<file path="config.mk">
export PLATFORM = sky130hd
export DESIGN_NAME = euclid_ctrl_fsm
export DESIGN_NICKNAME = d
export VERILOG_FILES = /design/src/rtl/euclid_pkg.sv /design/src/rtl/euclid_ctrl_cnt.sv /design/src/rtl/euclid_ctrl_fsm.sv
export SDC_FILE = /design/constraint.sdc
export NUM_CORES = 1
export LEC_CHECK = 0
export CAP_MARGIN = 20
export CORE_AREA = 2 2 39 41
export CTS_BUF_LIST = sky130_fd_sc_hd__clkbuf_2
export DETAILED_ROUTE_END_ITERATION = 10
export DIE_AREA = 0 0 41 43
export PLACE_DENSITY_LB_ADDON = 0.2
export SLEW_MARGIN = 40
export SYNTH_ARGS = -nofsm -noshare
export SYNTH_HDL_FRONTEND = slang
export SYNTH_SLANG_ARGS = --single-unit
export TNS_END_PERCENT = 1
</file>
<file path="constraint.sdc">
create_clock -name CLK -period 2.3 [get_ports CLK]
set_input_delay 0.46 -clock CLK [delete_from_list [all_inputs] [get_ports CLK]]
set_output_delay 0.46 -clock CLK [all_outputs]
set_load 0.02 [all_outputs]
</file>
<file path="src/rtl/euclid_pkg.sv">
// Shared definitions for the Euclidean key-equation sequencer: state encoding,
// datapath mux select codes and CONTROL word layout.
package euclid_pkg;

  localparam int unsigned CTRL_W    = 5;
  localparam int unsigned CTL_RUN   = 4;
  localparam int unsigned CTL_A_LSB = 2;
  localparam int unsigned CTL_B_LSB = 0;
  localparam int unsigned SEL_W     = 2;

  // Mux select codes; on the B side SEL_LOAD (01) means "copy A".
  localparam logic [SEL_W-1:0] SEL_FDBK = 2'b00;
  localparam logic [SEL_W-1:0] SEL_LOAD = 2'b01;
  localparam logic [SEL_W-1:0] SEL_ALT  = 2'b10;

  localparam logic [2:0] ST_IDLE = 3'd0;
  localparam logic [2:0] ST_LOAD = 3'd1;
  localparam logic [2:0] ST_DIV  = 3'd2;
  localparam logic [2:0] ST_SWAP = 3'd3;
  localparam logic [2:0] ST_DONE = 3'd4;
  localparam logic [2:0] ST_ERR  = 3'd5;

  typedef enum logic [2:0] {
    IDLE = ST_IDLE,
    LOAD = ST_LOAD,
    DIV  = ST_DIV,
    SWAP = ST_SWAP,
    DONE = ST_DONE,
    ERR  = ST_ERR
  } state_e;

  // Moore CONTROL word for a given state.
  function automatic logic [CTRL_W-1:0] ctrl_for(input state_e s);
    logic [CTRL_W-1:0] c;
    c = '0;
    c[CTL_A_LSB +: SEL_W] = SEL_ALT;
    c[CTL_B_LSB +: SEL_W] = SEL_ALT;
    case (s)
      LOAD: begin
        c[CTL_RUN]            = 1'b1;
        c[CTL_A_LSB +: SEL_W] = SEL_LOAD;
      end
      DIV: begin
        c[CTL_RUN]            = 1'b1;
        c[CTL_A_LSB +: SEL_W] = SEL_FDBK;
        c[CTL_B_LSB +: SEL_W] = SEL_FDBK;
      end
      SWAP: begin
        c[CTL_RUN]            = 1'b1;
        c[CTL_B_LSB +: SEL_W] = SEL_LOAD;
      end
      default: ;
    endcase
    return c;
  endfunction

endpackage

</file>
<file path="src/rtl/euclid_ctrl_cnt.sv">
// Clear/enable up-counter with a terminal-count flag at LIMIT-1.
module euclid_ctrl_cnt #(
  parameter int unsigned W     = 2,
  parameter int unsigned LIMIT = 2
) (
  input  logic CLK,
  input  logic RESET,
  input  logic clr,
  input  logic en,
  output logic tc_c
);

  logic [W-1:0] cnt_q;
  logic [W-1:0] cnt_d;

  // Clear has priority over count.
  always_comb begin
    cnt_d = cnt_q;
    if (clr) begin
      cnt_d = '0;
    end else if (en) begin
      cnt_d = cnt_q + W'(1);
    end
  end

  // Count register.
  always_ff @(posedge CLK or posedge RESET) begin
    if (RESET) begin
      cnt_q <= '0;
    end else begin
      cnt_q <= cnt_d;
    end
  end

  assign tc_c = (cnt_q == W'(LIMIT - 1));

endmodule

</file>
<file path="src/rtl/euclid_ctrl_fsm.sv">
// Sequencer for the RS(15,11) Euclidean division datapath: load, divide,
// swap, terminate, with a one-cycle done pulse.
// Optional watchdog abort enabled by defining EUCLID_CTRL_WDOG_EN.
module euclid_ctrl_fsm
  import euclid_pkg::*;
#(
  parameter int unsigned MAX_ITER    = 2,
  parameter int unsigned DIV_CYCLES  = 2,
  parameter int unsigned WDOG_CYCLES = 31
) (
  input  logic              CLK,
  input  logic              RESET,
  input  logic              start,
  input  logic              deg_done,
  output logic [CTRL_W-1:0] CONTROL,
  output logic              busy,
  output logic              done,
  output logic              fail,
  output logic [1:0]        iter_cnt
);

  localparam int unsigned DIV_W  = (DIV_CYCLES > 1) ? $clog2(DIV_CYCLES) : 1;
  localparam int unsigned WDOG_W = 5;

  // Reject configurations the counters cannot represent.
  if (MAX_ITER < 1 || MAX_ITER > 3 || DIV_CYCLES < 1 ||
      WDOG_CYCLES < 2 || WDOG_CYCLES > 31) begin : g_bad_cfg
    $error("euclid_ctrl_fsm: unsupported parameter set");
  end

  state_e            state_q, state_d;
  logic [CTRL_W-1:0] control_q, control_d;
  logic              busy_q, busy_d;
  logic              done_q, done_d;
  logic [1:0]        iter_q, iter_d;
  logic              deg_seen_q, deg_seen_d;
  logic              start_q;
  logic              start_rise_c;
  logic [2:0]        iter_next_c;
  logic              div_tc_c;
  logic              wdog_trip_c;

  // A start held high across a run must drop and rise again to be accepted.
  assign start_rise_c = start & ~start_q;
  assign iter_next_c  = {1'b0, iter_q} + 3'd1;

  // Division step counter: runs only in DIV, wraps at the last feedback cycle.
  euclid_ctrl_cnt #(
    .W     (DIV_W),
    .LIMIT (DIV_CYCLES)
  ) u_div_cnt (
    .CLK   (CLK),
    .RESET (RESET),
    .clr   ((state_q != DIV) || div_tc_c),
    .en    (state_q == DIV),
    .tc_c  (div_tc_c)
  );

`ifdef EUCLID_CTRL_WDOG_EN
  logic wdog_tc_c;
  logic fail_q;

  // Watchdog: zero in LOAD, so ERR lands on the WDOG_CYCLES-th busy cycle.
  euclid_ctrl_cnt #(
    .W     (WDOG_W),
    .LIMIT (WDOG_CYCLES - 1)
  ) u_wdog_cnt (
    .CLK   (CLK),
    .RESET (RESET),
    .clr   (state_q == IDLE),
    .en    (state_q != IDLE),
    .tc_c  (wdog_tc_c)
  );

  assign wdog_trip_c = wdog_tc_c &&
                       ((state_q == LOAD) || (state_q == DIV) || (state_q == SWAP));

  // Registered one-cycle abort pulse.
  always_ff @(posedge CLK or posedge RESET) begin
    if (RESET) begin
      fail_q <= 1'b0;
    end else begin
      fail_q <= (state_d == ERR);
    end
  end

  assign fail = fail_q;
`else
  assign wdog_trip_c = 1'b0;
  assign fail        = 1'b0;
`endif

  // Next-state, iteration bookkeeping and Moore outputs from the next state.
  always_comb begin
    state_d    = state_q;
    iter_d     = iter_q;
    deg_seen_d = deg_seen_q;

    if (state_q != IDLE && deg_done) begin
      deg_seen_d = 1'b1;
    end

    case (state_q)
      IDLE: begin
        iter_d     = 2'd0;
        deg_seen_d = 1'b0;
        if (start_rise_c) begin
          state_d = LOAD;
        end
      end
      LOAD: state_d = DIV;
      DIV: begin
        if (div_tc_c) begin
          state_d = SWAP;
        end
      end
      SWAP: begin
        if (iter_q != 2'd3) begin
          iter_d = iter_next_c[1:0];
        end
        if (deg_seen_q || deg_done || (iter_next_c == 3'(MAX_ITER))) begin
          state_d = DONE;
        end else begin
          state_d = DIV;
        end
      end
      default: state_d = IDLE;
    endcase

    // Watchdog overrides any same-cycle termination decision.
    if (wdog_trip_c) begin
      state_d = ERR;
    end

    busy_d    = (state_d != IDLE);
    done_d    = (state_d == DONE);
    control_d = ctrl_for(state_d);
  end

  // State and registered outputs.
  always_ff @(posedge CLK or posedge RESET) begin
    if (RESET) begin
      state_q    <= IDLE;
      control_q  <= ctrl_for(IDLE);
      busy_q     <= 1'b0;
      done_q     <= 1'b0;
      iter_q     <= 2'd0;
      deg_seen_q <= 1'b0;
      start_q    <= 1'b0;
    end else begin
      state_q    <= state_d;
      control_q  <= control_d;
      busy_q     <= busy_d;
      done_q     <= done_d;
      iter_q     <= iter_d;
      deg_seen_q <= deg_seen_d;
      start_q    <= start;
    end
  end

  assign CONTROL  = control_q;
  assign busy     = busy_q;
  assign done     = done_q;
  assign iter_cnt = iter_q;

endmodule
</file>
==> reports/summary.txt, run 1 <==
====================================================================================================
Via total after detailed routing                                                                 429
All-layer global routing usage                                                                 13.9%
Root buffer cell                                                                            clkbuf_2
Ordered cell list for the critical path                                                 clkdlybuf4s50_1
Yosys reg bits                                                                                    15
Post CTS Setup Buffer Count                                                                        0
Synthesis-to-layout area growth                                                                20.3%
Area inside the core boundary                                                              1380 um^2
Nets in the synthesized netlist                                                                   59
Die area                                                                                   1760 um^2
Max-slew violation count                                                                           0
CP bufs+invs                                                                                       1
Average detailed-routed wire length per instance                                             12.6 um
DRC violation count after routing                                                                  0
Maximum resistive drop on vdd                                                               0.692 mV
Worst setup slack before clock tree synthesis                                                 541 ps
1st-iter DRT viols                                                                                 9
Time the final worst path needs with I/O delays and setup                                    1860 ps
Number of diodes                                                                                   0
Fmax                                                                                         537 MHz
Critical setup path kind                                                                flop to primary output
Kind of cell adding the most delay to the critical path                                 buffers and inverters
Final estimated routing congestion in global placement                                         0.702
Fraction of post-synthesis cell area in the top cell type by area                              50.2%
Count of instances resized after the clock tree is built                                           0
Critical path arrival                                                                        1400 ps
RSZ-0062 raised after global routing                                                              no
Slew at the pin with the worst max-slew slack                                                 549 ps
Maximum single-stage delay on the critical path                                               590 ps
Number of standard cells after synthesis                                                          53
Number of non-filler instances in the completed layout                                            81
Synthesized area divided by synthesized cell count                                         12.2 um^2
Overflow left after global routing                                                                 0
Placed wire-length estimate                                                                   740 um
CTS HTree Levels                                                                                   1
Total Routed Length                                                                          1.02 mm
Summed instance area of the synthesized netlist                                             648 um^2
Fill count                                                                                       110
Residual antenna-violating net count after detailed routing                                        0
Slew headroom                                                                                  63.3%
Final setup vio count                                                                              0
Antenna violations before repair                                                                   0
LEAKAGE                                                                                     0.366 nW
Sequential-to-total area share from yosys stat                                                 58.3%
Final Cell Area                                                                             779 um^2
Clock-pin slew reported for the worst setup and hold paths after clock tree synthesis         140 ps
Number of hold buffers added after CTS                                                             0
Count of TritonRoute iterations in the first routing pass                                          5
Crit path capture type                                                                  primary output
Worst-path fanout max                                                                              1
Yosys warning count                                                                                0
Die Span X                                                                                     41 um
Share of layout cells above drive strength 1                                                   16.9%
Die Height                                                                                     43 um
Effective utilization at floorplan                                                             46.8%
Synth unique cells                                                                                27
Status                                                                                  finished, final reports clean
Maximum number of pins on one net before global-route repair                                      16
Number of global-route vias before repair                                                        379
Hold violation total from the final report                                                         0
Instance area at placement                                                                  759 um^2
Final nets                                                                                        72
Vias per inst                                                                                   5.30
Post-Route Skew                                                                              1.67 ps
Num Clock Sinks                                                                                   15
Placed Instances                                                                                  77
Class of the worst hold path                                                            flop to flop
CP max stage cell                                                                       clkdlybuf4s50_1
Total Negative Setup Slacks                                                                     0 ps
CTS Buf Count                                                                                      3
MaxCap Viol Count                                                                                  0
Post-route core utilization                                                                    56.3%
Ratio of final minimum period to clock period                                                  81.0%
Cells taking the most area after synthesis                                              dfrtp_1, dfstp_2, ha_1, a22o_1, o31a_1
Data required, critical path                                                                 1840 ps
Library cell occupying the most area in the post-synthesis netlist                           dfrtp_1
Final Worst Setup Slack                                                                       438 ps
Number of rows in the core area                                                                   14
CTS tree                                                                                       built
CTS max path bufs                                                                                  2
PD cells                                                                                1410 nW/um^2
Number of buffers added on ports                                                                  12
Clock insertion delay at the later pin of the skew report                                     270 ps
Worst Setup Start Kind                                                                          flop
Top-level port count                                                                              14
Global-route wire length before repair                                                       1.65 mm
====================================================================================================
[metrics by stage]
| step | total power [mW] | hold WS, ps |
|---|---|---|
| after floorplan | 0.820 | 360 |
| after global placement | 0.976 | 458 |
| after detailed placement | 0.986 | 469 |
| after CTS | 1.11 | 487 |
| after global routing | 1.17 | 514 |
| final | 1.10 | 493 |
[cells in the final DEF, fill, tap and decap left out]
cell	Yosys	routed
a211o_1	1	1
a21o_1	1	1
a21oi_1	2	2
a22o_1	2	2
and3_2	2	2
and3b_1	1	1
clkbuf_2	0	4
clkdlybuf4s50_1	0	12
conb_1	1	1
dfrtp_1	13	13
dfstp_2	2	2
ha_1	2	2
inv_1	3	3
inv_2	1	1
mux2i_1	1	1
nand2_1	1	1
nand2b_1	1	1
nor2_1	2	2
nor3_1	3	3
nor3b_1	2	2
o22ai_1	1	1
o22ai_2	1	1
o31a_1	2	2
o31ai_1	1	1
o32a_2	1	1
or3b_1	2	2
[layout make-up]
| class | instances | area (um^2) | share of cell area, % |
|---|---|---|---|
| flip-flops and latches | 15 | 378 | 48.5 |
| multi-input cells | 30 | 226 | 29.1 |
| repair buffers | 12 | 120 | 15.4 |
| clock buffers | 4 | 20.0 | 2.57 |
| well taps | 16 | 20.0 | 2.57 |
| inverters | 4 | 15.0 | 1.93 |
[logic make-up (layout without fill, tap and decap cells)]
| family | count (synthesis) | in the layout | share of synthesized area [%] |
|---|---|---|---|
| compound gates | 12 | 12 | 15.3 |
| simple gates | 14 | 14 | 13.7 |
| fa+ha+maj | 2 | 2 | 3.86 |
| buf+inv | 8 | 20 | 6.76 |
| flops | 15 | 15 | 58.3 |
| mux | 1 | 1 | 1.54 |
| other cells | 1 | 1 | 0.579 |
[power by group]
| part | switching (mW) | leakage [nW] | internal [mW] |
|---|---|---|---|
| clock | 0.0783 | 0.0166 | 0.0461 |
| sequential | 0.121 | 0.186 | 0.381 |
| combinational | 0.224 | 0.163 | 0.248 |
[layer usage]
metal	global-route usage [%]	part of all wire (%)	wire, um
met1	19.9	46	468
met2	19.7	49	499
met3	4.71	5.4	55
met4	4.00	0	0
met5	0	0	0
[cells in the mapped netlist]
library cell,n
and3_2,2
dfstp_2,2
o32a_2,1
a21o_1,1
inv_1,3
and3b_1,1
o31ai_1,1
a22o_1,2
buf_4,1
buf_6,1
nor3_1,3
nor2_1,2
nor3b_1,2
conb_1,1
buf_2,2
o22ai_2,1
a21oi_1,2
mux2i_1,1
or3b_1,2
o31a_1,2
ha_1,2
dfrtp_1,13
nand2_1,1
o22ai_1,1
a211o_1,1
nand2b_1,1
inv_2,1
[worst paths after layout]
| kind | depth (start not counted) | slack [ps] | startpoint | endpoint |
|---|---|---|---|---|
| max in group asynchronous | 2 | 1420 | RESET | CONTROL[3] |
| worst min-delay path | 1 | 490 | u_div_cnt.tc_c | u_div_cnt.tc_c |
| min in group asynchronous | 2 | 510 | RESET | done |
| worst max-delay path | 1 | 440 | CONTROL[1] | CONTROL[1] |
| worst max register to register | 5 | 820 | iter_cnt[0] | CONTROL[3] |
| worst min register to register | 1 | 490 | u_div_cnt.tc_c | u_div_cnt.tc_c |
[registers in the layout, indices dropped and copies added (netlist names)]
register / flops
CONTROL: 5
busy: 1
deg_seen_q: 1
done: 1
iter_cnt: 2
start_q: 1
state_q: 3
u_div_cnt.tc_c: 1
Note: power is estimated with default switching activity, not from simulation.
==> run 2, diff against run 1 <==
--- a/config.mk
+++ b/config.mk
@@ -6,10 +6,10 @@
 export NUM_CORES = 1
 export LEC_CHECK = 0
 export CAP_MARGIN = 20
-export CORE_AREA = 2 2 39 41
+export CORE_MARGIN = 1.5
+export CORE_UTILIZATION = 45
 export CTS_BUF_LIST = sky130_fd_sc_hd__clkbuf_2
 export DETAILED_ROUTE_END_ITERATION = 10
-export DIE_AREA = 0 0 41 43
 export PLACE_DENSITY_LB_ADDON = 0.2
 export SLEW_MARGIN = 40
 export SYNTH_ARGS = -nofsm -noshare
==> constraint.sdc (replaced) <==
create_clock -name CLK -period 1.5 [get_ports CLK]
set_input_delay 0.3 -clock CLK [delete_from_list [all_inputs] [get_ports CLK]]
set_output_delay 0.3 -clock CLK [all_outputs]
set_load 0.02 [all_outputs]
==> reports/summary.txt, run 2 (synthesized netlist as in run 1, its figures left out) <==
====================================================================================================
Kind of cell adding the most delay to the critical path                                 compound AO/OA/AOI/OAI gates
Maximum single-stage delay on the critical path                                               480 ps
Net switching power                                                                           671 uW
LEAKAGE                                                                                     0.420 nW
Root buffer cell                                                                            clkbuf_2
CP endpoint                                                                               CONTROL[3]
Via total after detailed routing                                                                 446
Number of diodes                                                                                   0
Worst Setup Start Kind                                                                          flop
Die Height                                                                                   41.0 um
Residual antenna-violating net count after detailed routing                                        0
Placed wire-length estimate                                                                   779 um
1st-iter DRT viols                                                                                 8
All-layer global routing usage                                                                 16.1%
Commonest cells after routing, fill and taps aside                                      dfrtp_1, dlygate4sd2_1, buf_4, clkbuf_2
Synthesis-to-layout area growth                                                                27.4%
CTS tree                                                                                       built
Top-level port count                                                                              14
Die Span X                                                                                   41.0 um
Maximum number of pins on one net before global-route repair                                      16
Most common library cell in the layout ignoring fill and taps                                dfrtp_1
Worst reg2reg setup slack                                                                      60 ps
Max reg flops                                                                                      5
R2r endpoint                                                                              CONTROL[3]
Average detailed-routed wire length per instance                                             12.6 um
Data required, critical path                                                                 1710 ps
Final setup vio count                                                                              0
CTS Buf Count                                                                                      3
Max-slew violation count                                                                           0
Num Clock Sinks                                                                                   15
Crit path capture type                                                                          flop
Number of hold buffers added after CTS                                                             0
Number of rows in the core area                                                                   13
Sequential Power Share                                                                         41.4%
CTS HTree Levels                                                                                   1
Ratio of final minimum period to clock period                                                  96.3%
Final estimated routing congestion in global placement                                         0.722
PD cells                                                                                2070 nW/um^2
Time the final worst path needs with I/O delays and setup                                    1440 ps
Critical path arrival                                                                        1660 ps
Antenna violations before repair                                                                   0
Critical setup path kind                                                                flop to flop
Status                                                                                  finished, final reports clean
Vias per inst                                                                                   5.19
Clock-pin slew reported for the worst setup and hold paths after clock tree synthesis         130 ps
CP bufs+invs                                                                                       1
CTS max path bufs                                                                                  2
Class of the worst hold path                                                            input port to asynchronous set/reset pin
Final Worst Setup Slack                                                                      56.0 ps
Worst-path fanout max                                                                              5
Post-Route Skew                                                                              3.75 ps
Part of the total power dissipated in combinational logic                                      47.6%
DRC violation count after routing                                                                  0
Hold violation total from the final report                                                         0
Origin of the worst setup path                                                           iter_cnt[0]
Number of global-route vias before repair                                                        368
Final nets                                                                                        78
Total power                                                                                  1.71 mW
Launching point of the worst reg2reg path                                                iter_cnt[0]
Clock insertion delay at the later pin of the skew report                                     270 ps
Maximum resistive drop on vdd                                                                1.17 mV
Global-route wire length before repair                                                       1.64 mm
Number of cells on the worst reg-to-reg path                                                       5
Fmax                                                                                         693 MHz
Share of layout cells above drive strength 1                                                   28.2%
P_int                                                                                        1.04 mW
Effective utilization at floorplan                                                             49.2%
Sw Ratio                                                                                       39.2%
CP max stage cell                                                                            dfrtp_2
Total Routed Length                                                                          1.08 mm
Depth of the critical timing path with buffers and inverters included                              5
Worst setup slack before clock tree synthesis                                               -94.1 ps
Clock group share of total power                                                               11.0%
MaxCap Viol Count                                                                                  0
Number of buffers added on ports                                                                  12
Area inside the core boundary                                                              1320 um^2
Ordered cell list for the critical path                                                 ha_4 -> o31a_1 -> a211o_1 -> inv_2 -> o22ai_2
Count of TritonRoute iterations in the first routing pass                                          4
Overflow left after global routing                                                                 0
Die area                                                                                   1680 um^2
====================================================================================================
## run 2: cell types whose count changed in the layout (fill, tap and decap cells not counted)
cell,delta
dlygate4sd2_1,+9
dfrtp_2,+1
ha_1,-1
dfrtp_1,-1
inv_2,+1
inv_1,-1
buf_4,+6
ha_4,+1
clkdlybuf4s50_1,-9
## run 2: cell type report
| cell class | instances | area (um^2) |
|---|---|---|
| Fill cell | 109 | 492 |
| Sequential cell | 15 | 379 |
| Multi-Input combinational cell | 30 | 239 |
| Timing Repair Buffer | 18 | 154 |
| Clock buffer | 4 | 20.0 |
| Tap cell | 15 | 18.8 |
| Inverter | 4 | 15.0 |
## run 2: worst register-to-register path: cells and delay by family (launching register included)
family | cells | cell delay, ps
AO/OA/AOI/OAI | 3 | 670
adder cells (fa/ha/maj) | 1 | 180
buffers and inverters | 1 | 70
flip-flops | 1 | 480
## run 2: timing repair
item / in CTS / in global routing
gates resized for setup: 9 / 4
pin swaps: 0 / 2
setup buffers: 0 / 1
endpoints found under the setup margin: 9 / 2
## run 2: routing by layer
layer  vias to the layer above  routed length, um  GRT usage (%)
met1                       214                568           23.0
met3                         2                 48           4.89
met5                         -                  0              0
li1                        223                  -              -
met2                         7                449           20.7
met4                         0                 15           10.0
## run 2: worst min-delay path by stage
stage | end | startpoint
6_report | start_q | RESET
5_1_grt | CONTROL[4] | RESET
4_1_cts | iter_cnt[1] | RESET
3_5_place_dp | u_div_cnt.tc_c | u_div_cnt.tc_c
3_3_place_gp | u_div_cnt.tc_c | u_div_cnt.tc_c
2_1_floorplan | CONTROL[0] | RESET
## run 2: power groups by stage
stage	sequential, mW	clock [mW]	combinational [mW]
finish	0.709	0.188	0.816
global route	0.728	0.214	0.899
CTS	0.701	0.197	0.791
detailed placement	0.714	0	0.856
global placement	0.708	0	0.843
floorplan	0.804	0	0.453
## run 2: stage by stage
stage | setup TNS (ps) | area [um^2] | hold WS, ps | cells | utilization (%)
after CTS | 0 | 805 | 309 | 85 | 61.1
after floorplan | 0 | 648 | 200 | 53 | -
after global routing | -0.901 | 826 | 333 | 86 | 62.7
after detailed placement | -181 | 796 | 465 | 81 | 60.4
final | 0 | 826 | 309 | 86 | 62.7
after global placement | -109 | 796 | 456 | 81 | 60.4
